[src/rtl/code_entry_ctrl_pkg.sv]
// Shared types and constants for the code-lock entry sequencer.
// State encodings are 3-bit so the display decoders can match them directly.
package code_entry_ctrl_pkg;

  typedef enum logic [2:0] {
    ST_ENTRY    = 3'd0,
    ST_CHECK    = 3'd1,
    ST_SHOW_OK  = 3'd2,
    ST_SHOW_BAD = 3'd3,
    ST_LOCKOUT  = 3'd4
  } state_t;

  localparam int         DIGIT_W = 4;
  localparam logic [3:0] BCD_MAX = 4'd9;

  function automatic int max_int(input int a, input int b);
    return (a > b) ? a : b;
  endfunction

endpackage

[src/rtl/code_entry_ctrl_if.sv]
// Bundle between the button/switch front end and the code-entry sequencer.
interface code_entry_ctrl_if #(
  parameter int DIGITS = 4
);
  import code_entry_ctrl_pkg::*;

  // enter/clear are single-cycle strobes with no ready: a strobe is consumed only
  // while the sequencer is collecting digits and is dropped otherwise. done acts
  // as the verdict valid; incorrect/locked/tries_left qualify it while done=1.
  logic [DIGIT_W-1:0]        digit_in;
  logic                      enter;
  logic                      clear;
  logic [DIGIT_W*DIGITS-1:0] entry;
  logic [2:0]                count;
  logic                      done;
  logic                      incorrect;
  logic                      locked;
  logic [1:0]                tries_left;

  modport master (
    output digit_in, enter, clear,
    input  entry, count, done, incorrect, locked, tries_left
  );

  modport slave (
    input  digit_in, enter, clear,
    output entry, count, done, incorrect, locked, tries_left
  );

endinterface

[src/rtl/code_entry_ctrl_hold_timer.sv]
// Loadable down-counter that stops at zero; shared by the verdict and lockout holds.
module hold_timer #(
  parameter int W = 8
) (
  input  logic         clk,
  input  logic         rst_n,
  input  logic         i_load,
  input  logic [W-1:0] i_load_val,
  input  logic         i_run,
  output logic         o_expired
);

  logic [W-1:0] r_count;

  always_ff @(posedge clk or negedge rst_n) begin
    if (!rst_n) begin
      r_count <= '0;
    end else if (i_load) begin
      r_count <= i_load_val;
    end else if (i_run && (r_count != '0)) begin
      r_count <= r_count - 1'b1;
    end
  end

  assign o_expired = (r_count == '0);

endmodule

[src/rtl/code_entry_ctrl.sv]
// Code-lock sequencer: collects BCD digits, checks them against CODE, holds the
// verdict for SHOW_CYCLES and imposes a LOCK_CYCLES lockout after MAX_TRIES failures.
module code_entry_ctrl
  import code_entry_ctrl_pkg::*;
#(
  parameter int          DIGITS      = 4,
  parameter logic [23:0] CODE        = 24'h001234,
  parameter int          MAX_TRIES   = 3,
  parameter int          SHOW_CYCLES = 50_000_000,
  parameter int          LOCK_CYCLES = 250_000_000
) (
  input  logic                clk,
  input  logic                rst_n,
  code_entry_ctrl_if.slave    bus,
  output state_t              o_state
);

  localparam int EW      = DIGIT_W * DIGITS;
  localparam int MAX_CYC = max_int(SHOW_CYCLES, LOCK_CYCLES);
  localparam int TW      = (MAX_CYC > 1) ? $clog2(MAX_CYC) : 1;
  localparam int FW      = $clog2(MAX_TRIES + 1);

  localparam logic [EW-1:0] CODE_SEL   = CODE[EW-1:0];
  localparam logic [TW-1:0] SHOW_LD    = TW'(SHOW_CYCLES - 1);
  localparam logic [TW-1:0] LOCK_LD    = TW'(LOCK_CYCLES - 1);
  localparam logic [1:0]    TRIES_INIT = 2'(MAX_TRIES);
  localparam logic [FW-1:0] FAIL_LIMIT = FW'(MAX_TRIES);

  state_t          r_state;
  logic [EW-1:0]   r_entry;
  logic [2:0]      r_count;
  logic            r_done;
  logic            r_incorrect;
  logic            r_locked;
  logic [1:0]      r_tries;
  logic [FW-1:0]   r_fails;

  logic            w_match;
  logic [FW-1:0]   w_fails_inc;
  logic            w_lock;
  logic [2:0]      w_count_inc;
  logic            w_digit_ok;
  logic            w_tmr_load;
  logic [TW-1:0]   w_tmr_val;
  logic            w_tmr_run;
  logic            w_tmr_expired;

  assign w_match     = (r_entry == CODE_SEL);
  assign w_fails_inc = r_fails + 1'b1;
  assign w_lock      = !w_match && (w_fails_inc == FAIL_LIMIT);
  assign w_count_inc = r_count + 3'd1;
  assign w_digit_ok  = (bus.digit_in <= BCD_MAX);

  // The timer is loaded during CHECK so its first held cycle already shows LD-1.
  assign w_tmr_load = (r_state == ST_CHECK);
  assign w_tmr_val  = w_lock ? LOCK_LD : SHOW_LD;
  assign w_tmr_run  = (r_state == ST_SHOW_OK) || (r_state == ST_SHOW_BAD) ||
                      (r_state == ST_LOCKOUT);

  hold_timer #(.W(TW)) u_hold_timer (
    .clk        (clk),
    .rst_n      (rst_n),
    .i_load     (w_tmr_load),
    .i_load_val (w_tmr_val),
    .i_run      (w_tmr_run),
    .o_expired  (w_tmr_expired)
  );

  always_ff @(posedge clk or negedge rst_n) begin
    if (!rst_n) begin
      r_state     <= ST_ENTRY;
      r_entry     <= '0;
      r_count     <= '0;
      r_done      <= 1'b0;
      r_incorrect <= 1'b0;
      r_locked    <= 1'b0;
      r_tries     <= TRIES_INIT;
      r_fails     <= '0;
    end else begin
      case (r_state)
        ST_ENTRY: begin
          if (bus.clear) begin
            r_entry <= '0;
            r_count <= '0;
          end else if (bus.enter && w_digit_ok) begin
            r_entry <= (r_entry << DIGIT_W) | EW'(bus.digit_in);
            r_count <= w_count_inc;
            if (w_count_inc == 3'(DIGITS)) begin
              r_state <= ST_CHECK;
            end
          end
        end

        ST_CHECK: begin
          r_done <= 1'b1;
          if (w_match) begin
            r_state     <= ST_SHOW_OK;
            r_incorrect <= 1'b0;
            r_tries     <= TRIES_INIT;
            r_fails     <= '0;
          end else if (w_lock) begin
            r_state     <= ST_LOCKOUT;
            r_incorrect <= 1'b1;
            r_locked    <= 1'b1;
            r_tries     <= 2'd0;
            r_fails     <= '0;
          end else begin
            r_state     <= ST_SHOW_BAD;
            r_incorrect <= 1'b1;
            r_tries     <= r_tries - 2'd1;
            r_fails     <= w_fails_inc;
          end
        end

        ST_SHOW_OK, ST_SHOW_BAD: begin
          if (w_tmr_expired) begin
            r_state     <= ST_ENTRY;
            r_entry     <= '0;
            r_count     <= '0;
            r_done      <= 1'b0;
            r_incorrect <= 1'b0;
          end
        end

        ST_LOCKOUT: begin
          if (w_tmr_expired) begin
            r_state     <= ST_ENTRY;
            r_entry     <= '0;
            r_count     <= '0;
            r_done      <= 1'b0;
            r_incorrect <= 1'b0;
            r_locked    <= 1'b0;
            r_tries     <= TRIES_INIT;
          end
        end

        default: r_state <= ST_ENTRY;
      endcase
    end
  end

  assign bus.entry      = r_entry;
  assign bus.count      = r_count;
  assign bus.done       = r_done;
  assign bus.incorrect  = r_incorrect;
  assign bus.locked     = r_locked;
  assign bus.tries_left = r_tries;
  assign o_state        = r_state;

endmodule

[src/flat_wrapper.sv]
// flat-port wrapper written by rule: the top's interface ports become plain ports
module code_entry_ctrl_flat import code_entry_ctrl_pkg::*;
#(
  parameter int          DIGITS      = 4,
  parameter logic [23:0] CODE        = 24'h001234,
  parameter int          MAX_TRIES   = 3,
  parameter int          SHOW_CYCLES = 50_000_000,
  parameter int          LOCK_CYCLES = 250_000_000
)
  (clk, rst_n, o_state, bus_digit_in, bus_enter, bus_clear, bus_entry, bus_count, bus_done, bus_incorrect, bus_locked, bus_tries_left);
  code_entry_ctrl_if #(.DIGITS(DIGITS)) bus_i ();
  input  logic clk;
  input  logic rst_n;
  output state_t o_state;
  input wire logic [$bits(bus_i.digit_in)-1:0] bus_digit_in;
  input wire logic [$bits(bus_i.enter)-1:0] bus_enter;
  input wire logic [$bits(bus_i.clear)-1:0] bus_clear;
  output wire logic [$bits(bus_i.entry)-1:0] bus_entry;
  output wire logic [$bits(bus_i.count)-1:0] bus_count;
  output wire logic [$bits(bus_i.done)-1:0] bus_done;
  output wire logic [$bits(bus_i.incorrect)-1:0] bus_incorrect;
  output wire logic [$bits(bus_i.locked)-1:0] bus_locked;
  output wire logic [$bits(bus_i.tries_left)-1:0] bus_tries_left;
  assign bus_i.digit_in = bus_digit_in;
  assign bus_i.enter = bus_enter;
  assign bus_i.clear = bus_clear;
  assign bus_entry = bus_i.entry;
  assign bus_count = bus_i.count;
  assign bus_done = bus_i.done;
  assign bus_incorrect = bus_i.incorrect;
  assign bus_locked = bus_i.locked;
  assign bus_tries_left = bus_i.tries_left;
  code_entry_ctrl #(.DIGITS(DIGITS), .CODE(CODE), .MAX_TRIES(MAX_TRIES), .SHOW_CYCLES(SHOW_CYCLES), .LOCK_CYCLES(LOCK_CYCLES)) u_core (.clk(clk), .rst_n(rst_n), .bus(bus_i), .o_state(o_state));
endmodule
[config.mk]
export PLATFORM = sky130hd
export DESIGN_NAME = code_entry_ctrl_flat
export DESIGN_NICKNAME = d
export VERILOG_FILES = /design/src/rtl/code_entry_ctrl_pkg.sv /design/src/rtl/code_entry_ctrl_if.sv /design/src/rtl/code_entry_ctrl_hold_timer.sv /design/src/rtl/code_entry_ctrl.sv /design/src/flat_wrapper.sv
export SDC_FILE = /design/constraint.sdc
export NUM_CORES = 1
export LEC_CHECK = 0
export BUFFER_PORTS_ARGS = -buffer_cell sky130_fd_sc_hd__buf_2
export CORE_ASPECT_RATIO = 1.1
export CORE_MARGIN = 2
export CORE_UTILIZATION = 59
export DETAILED_ROUTE_END_ITERATION = 10
export PLACE_DENSITY = 0.79
export REMOVE_ABC_BUFFERS = 1
export SYNTH_ARGS = -nofsm -noshare
export SYNTH_HDL_FRONTEND = slang
export SYNTH_HIERARCHICAL = 1
export SYNTH_SLANG_ARGS = --single-unit
[constraint.sdc]
create_clock -name clk -period 3.2 [get_ports clk]
set_input_delay 0.16 -clock clk [delete_from_list [all_inputs] [get_ports clk]]
set_output_delay 0.16 -clock clk [all_outputs]
set_load 0.03 [all_outputs]
==> impl_table.tex <==
\begin{tabular}{lr}
\hline
Metric & Value \\
\hline
\multicolumn{2}{l}{\textbf{Synthesis}} \\
Synth warnings & 6 \\
\#FFs+latches synth & 57 \\
Post-synth EDFFs & 0 \\
Post-Synthesis Mean Instance Area & 9.218 µm² \\
Most common flop cell mapped by yosys & sky130\_fd\_sc\_hd\_\_dfrtp\_1 \\
Distinct cell type count of the synthesized netlist & between 60 and 70 \\
Post-synthesis async set-or-reset flop share & 1.000 \\
Syn Inst Count & approximately 370 \\
Post-synthesis sequential area ratio & 0.4247 \\
Netlist Area Pre-Place & 3364 µm² \\
\multicolumn{2}{l}{\textbf{Clocking}} \\
Number of buffers inserted to repair setup after CTS & 0 \\
Number of buffers created by CTS & 9 \\
Clk root buf & sky130\_fd\_sc\_hd\_\_clkbuf\_8 \\
CTS clk-pin slew, worst paths & $\sim$0.070 ns \\
Later-pin clock latency in the skew report & 0.35 ns \\
CTS tree & yes \\
Level count of the clock H-tree & 3 \\
CTS Sinks & 57 \\
Maximum count of clock buffers along a single path & 2 \\
\multicolumn{2}{l}{\textbf{Global routing}} \\
First-pass GRT wire length & around 13 mm \\
Vias in the first global route & 2,858 \\
Largest net degree at the start of global routing & 39 \\
Total GRT Usage & 0.2593 \\
Sum of overflow across all layers after global routing & 0 \\
Initial antenna violation count & 0 \\
\multicolumn{2}{l}{\textbf{Job}} \\
Number of max-cap violations & 0 \\
\multicolumn{2}{l}{\textbf{Placed design}} \\
Number of buffers inserted by port buffering & 34 \\
Cells after DPL & a little under 500 \\
GP Congestion & 0.8779 \\
Half-perimeter wire length after detailed placement & slightly above 5 mm \\
\multicolumn{2}{l}{\textbf{STA}} \\
Final count of negative-setup-slack endpoints & 0 \\
Final cycle utilization of the critical path & 0.8982 \\
Final critical-path required period & between 2 and 3 ns \\
Slew Viols, Final & 0 \\
RSZ-0062 raised after global routing & false \\
Number of hold violations in the final report & 0 \\
Worst max-slew margin expressed relative to the limit & 0.4386 \\
Worst slew pin tran & roughly 0.84 ns \\
Fin Setup TNS & 0 ns \\
Worst clock skew on the final layout & 0.01097 ns \\
FMAX & 347.9 MHz \\
\multicolumn{2}{l}{\textbf{Power}} \\
Comb power frac & 0.349 \\
Sequential cell fraction of total power & 0.401 \\
Pwr Density & about 840 nW/µm² \\
Part of the total power dissipated in the clock network & 0.250 \\
Internal Power & between 1.5 and 2 mW \\
Net switching power & $\sim$1.3 mW \\
Maximum vdd ir drop & between 400 and 500 µV \\
Leak Pwr & about 1.7 nW \\
Switching portion of total power & 0.3981 \\
\multicolumn{2}{l}{\textbf{Cells and area}} \\
Ant diodes & 0 \\
Filler-free cell count of the finished design & approximately 500 \\
Ratio of cells with drive above 1 in the final layout & 0.1878 \\
Area overhead of the layout relative to synthesis & 15.88\% \\
Nets & 434 \\
\multicolumn{2}{l}{\textbf{Worst setup path}} \\
Critical path class & register to register \\
Worst-case register-to-register setup slack & 0.33 ns \\
Data arrival time of the worst path & approximately 3.2 ns \\
CP startpoint kind & register \\
Worst EP required & between 3 and 4 ns \\
Capturing element type of the critical path & register \\
Worst Path Max Fanout & 12 \\
\multicolumn{2}{l}{\textbf{Routing}} \\
Total wire length & approximately 7.7 mm \\
Detailed Route Iter0 Violations & 199 \\
Residual DRC & 0 \\
Wire per inst & between 15 and 20 µm \\
Post-DR vias/cell & between 5 and 6 \\
Number of iterations in the first detailed-routing pass & 5 \\
Routed Antenna Nets & 0 \\
Total number of vias & between 2,000 and 3,000 \\
\multicolumn{2}{l}{\textbf{Floorplanning}} \\
Floorplan Core Area & 5430 µm² \\
Number of I/O pins & 35 \\
FP Rows & 28 \\
Starting density of the core & 0.6196 \\
Area of the die & between 6000 and 7000 µm² \\
Die span in y & between 80 and 90 µm \\
Die Width & around 76 µm \\
\multicolumn{2}{l}{\textbf{Status}} \\
Run status & complete, no violations \\
\multicolumn{2}{l}{\textbf{Worst hold path}} \\
Hold Path Class & input pin to register \\
\hline
\end{tabular}
## what timing repair did
| item | CTS | global route |
|---|---|---|
| endpoints found under the setup margin | 0 | 1 |
| endpoints found under the hold margin | 35 | 0 |
| resized for setup | 0 | 1 |
| hold buffers | 1 | 0 |
## per-layer routing
metal / share of wire / track usage / vias to the layer above
li1: - / - / 1435
met1: 0.46 / 0.3445 / 1417
met2: 0.47 / 0.4083 / 97
met3: 0.051 / 0.04891 / 12
met4: 0.022 / 0.1289 / 0
met5: 0 / 0 / -
## cell families (layout without fill, tap and decap cells)
| logic type | Yosys count | count (layout) | share of synthesized area |
|---|---|---|---|
| mux | 19 | 19 | 0.05727 |
| xor+xnor | 7 | 7 | 0.01822 |
| simple gates | 152 | 152 | 0.2607 |
| other cells | 2 | 21 | 0.002232 |
| flops | 57 | 57 | 0.4247 |
| fa+ha+maj | 5 | 5 | 0.01859 |
| buf+inv | 50 | 92 | 0.07066 |
| compound gates | 73 | 73 | 0.1476 |
## state kept, by name, indices dropped and copies added (netlist names)
signal,count
u_core/u_hold_timer/r_count,28
u_core/bus.count,3
u_core/r_fails,2
u_core/bus.locked,1
u_core/bus.incorrect,1
u_core/bus.done,1
u_core/o_state,3
u_core/bus.entry,16
u_core/bus.tries_left,2
## cell usage in the layout (no fill, tap or decap), types with 3 or more instances in the layout
master and count:
sky130_fd_sc_hd__nand4_1 6, sky130_fd_sc_hd__nand2_1 41, sky130_fd_sc_hd__conb_1 21, sky130_fd_sc_hd__nand3_1 12, sky130_fd_sc_hd__buf_2 34, sky130_fd_sc_hd__buf_4 10, sky130_fd_sc_hd__xnor2_1 5, sky130_fd_sc_hd__inv_1 29
sky130_fd_sc_hd__a31oi_1 14, sky130_fd_sc_hd__nor4_1 9, sky130_fd_sc_hd__o31ai_1 6, sky130_fd_sc_hd__or3_1 9, sky130_fd_sc_hd__or3_4 3, sky130_fd_sc_hd__a21oi_1 6, sky130_fd_sc_hd__nor2_1 21, sky130_fd_sc_hd__or4_1 12
sky130_fd_sc_hd__bufinv_16 3, sky130_fd_sc_hd__nor4b_1 3, sky130_fd_sc_hd__or4_2 4, sky130_fd_sc_hd__ha_1 5, sky130_fd_sc_hd__nor3_1 8, sky130_fd_sc_hd__and4_1 3, sky130_fd_sc_hd__o21ai_0 17, sky130_fd_sc_hd__mux2i_1 17
sky130_fd_sc_hd__dfrtp_1 55, sky130_fd_sc_hd__a311oi_1 3, sky130_fd_sc_hd__nor3b_1 3, sky130_fd_sc_hd__o211ai_1 8, sky130_fd_sc_hd__clkbuf_8 9
## cell type report
class	count	area, µm²
Clock buffer	11	131.4
Clock inverter	5	103.9
Fill cell	422	1531
Timing Repair Buffer	45	255.2
Tap cell	75	93.84
Multi-Input combinational cell	277	1769
Sequential cell	57	1429
Inverter	31	116.4
## final timing paths
| check | from | end | cells past startpoint |
|---|---|---|---|
| setup reg to reg | u_core/o_state[1]$_DFFE_PN0P_ | u_core/u_hold_timer/r_count[9]$_DFFE_PN0P_ | 8 |
| max in group asynchronous | rst_n | u_core/bus.entry[0]$_DFFE_PN0P_ | 3 |
| setup / recovery | u_core/o_state[1]$_DFFE_PN0P_ | u_core/u_hold_timer/r_count[9]$_DFFE_PN0P_ | 8 |
| hold / removal | bus_digit_in[0] | u_core/bus.entry[0]$_DFFE_PN0P_ | 3 |
| hold reg to reg | u_core/bus.locked$_DFFE_PN0P_ | u_core/bus.locked$_DFFE_PN0P_ | 1 |
| min in group asynchronous | rst_n | u_core/bus.locked$_DFFE_PN0P_ | 2 |
## worst max-delay path, cell delays in order, from the launching register on
cell                      delay, ns
sky130_fd_sc_hd__dfrtp_1       0.58
sky130_fd_sc_hd__inv_1         0.19
sky130_fd_sc_hd__o21ai_1       0.29
sky130_fd_sc_hd__nor3b_1       0.33
sky130_fd_sc_hd__buf_4         0.19
sky130_fd_sc_hd__nand2_1       0.14
sky130_fd_sc_hd__or4_2         0.59
sky130_fd_sc_hd__or4_1         0.42
sky130_fd_sc_hd__nand3_1       0.09
## metrics by stage
| step | area [µm²] | hold slack, ns | utilization | total power [mW] | setup slack (ns) |
|---|---|---|---|---|---|
| global route | 3899 | 0.06817 | 0.7180 | 3.504 | 0.1153 |
| floorplan | 3314 | -0.1356 | - | 2.101 | 0.3320 |
| detailed placement | 3654 | 0.3102 | 0.6728 | 2.454 | 0.2550 |
| CTS | 3899 | 0.05434 | 0.7180 | 3.286 | 0.2175 |
| global placement | 3654 | 0.3066 | 0.6728 | 2.400 | 0.4057 |
| finish | 3899 | 0.05709 | 0.7180 | 3.283 | 0.3256 |
## power by group through the flow
| stage | clock network [mW] | registers, mW | logic (mW) |
|---|---|---|---|
| 6_report | 0.822 | 1.32 | 1.15 |
| 5_1_grt | 0.876 | 1.36 | 1.27 |
| 4_1_cts | 0.833 | 1.30 | 1.15 |
| 3_5_place_dp | 0 | 1.31 | 1.14 |
| 3_3_place_gp | 0 | 1.30 | 1.10 |
| 2_1_floorplan | 0 | 1.42 | 0.681 |
## Yosys cell counts (4+ instances only)
| cell type | number | area, µm² |
|---|---|---|
| sky130_fd_sc_hd__buf_2 | 6 | 30.03 |
| sky130_fd_sc_hd__or4_2 | 4 | 35.03 |
| sky130_fd_sc_hd__nor2_1 | 21 | 78.83 |
| sky130_fd_sc_hd__a31oi_1 | 14 | 87.58 |
| sky130_fd_sc_hd__or4_1 | 12 | 90.09 |
| sky130_fd_sc_hd__o21ai_0 | 18 | 90.09 |
| sky130_fd_sc_hd__mux2i_1 | 17 | 170.2 |
| sky130_fd_sc_hd__a21oi_1 | 6 | 30.03 |
| sky130_fd_sc_hd__nand4_1 | 6 | 37.54 |
| sky130_fd_sc_hd__o31ai_1 | 6 | 45.04 |
| sky130_fd_sc_hd__or3_1 | 9 | 56.30 |
| sky130_fd_sc_hd__dfrtp_1 | 55 | 1376 |
| sky130_fd_sc_hd__o211ai_1 | 8 | 60.06 |
| sky130_fd_sc_hd__inv_1 | 29 | 108.9 |
| sky130_fd_sc_hd__ha_1 | 5 | 62.56 |
| sky130_fd_sc_hd__nand3_1 | 12 | 60.06 |
| sky130_fd_sc_hd__nor4_1 | 9 | 56.30 |
| sky130_fd_sc_hd__nand2_1 | 41 | 153.9 |
| sky130_fd_sc_hd__xnor2_1 | 5 | 43.79 |
| sky130_fd_sc_hd__nor3_1 | 8 | 40.04 |
| sky130_fd_sc_hd__clkbuf_1 | 9 | 33.78 |
Note: power is estimated with default switching activity, not from simulation.
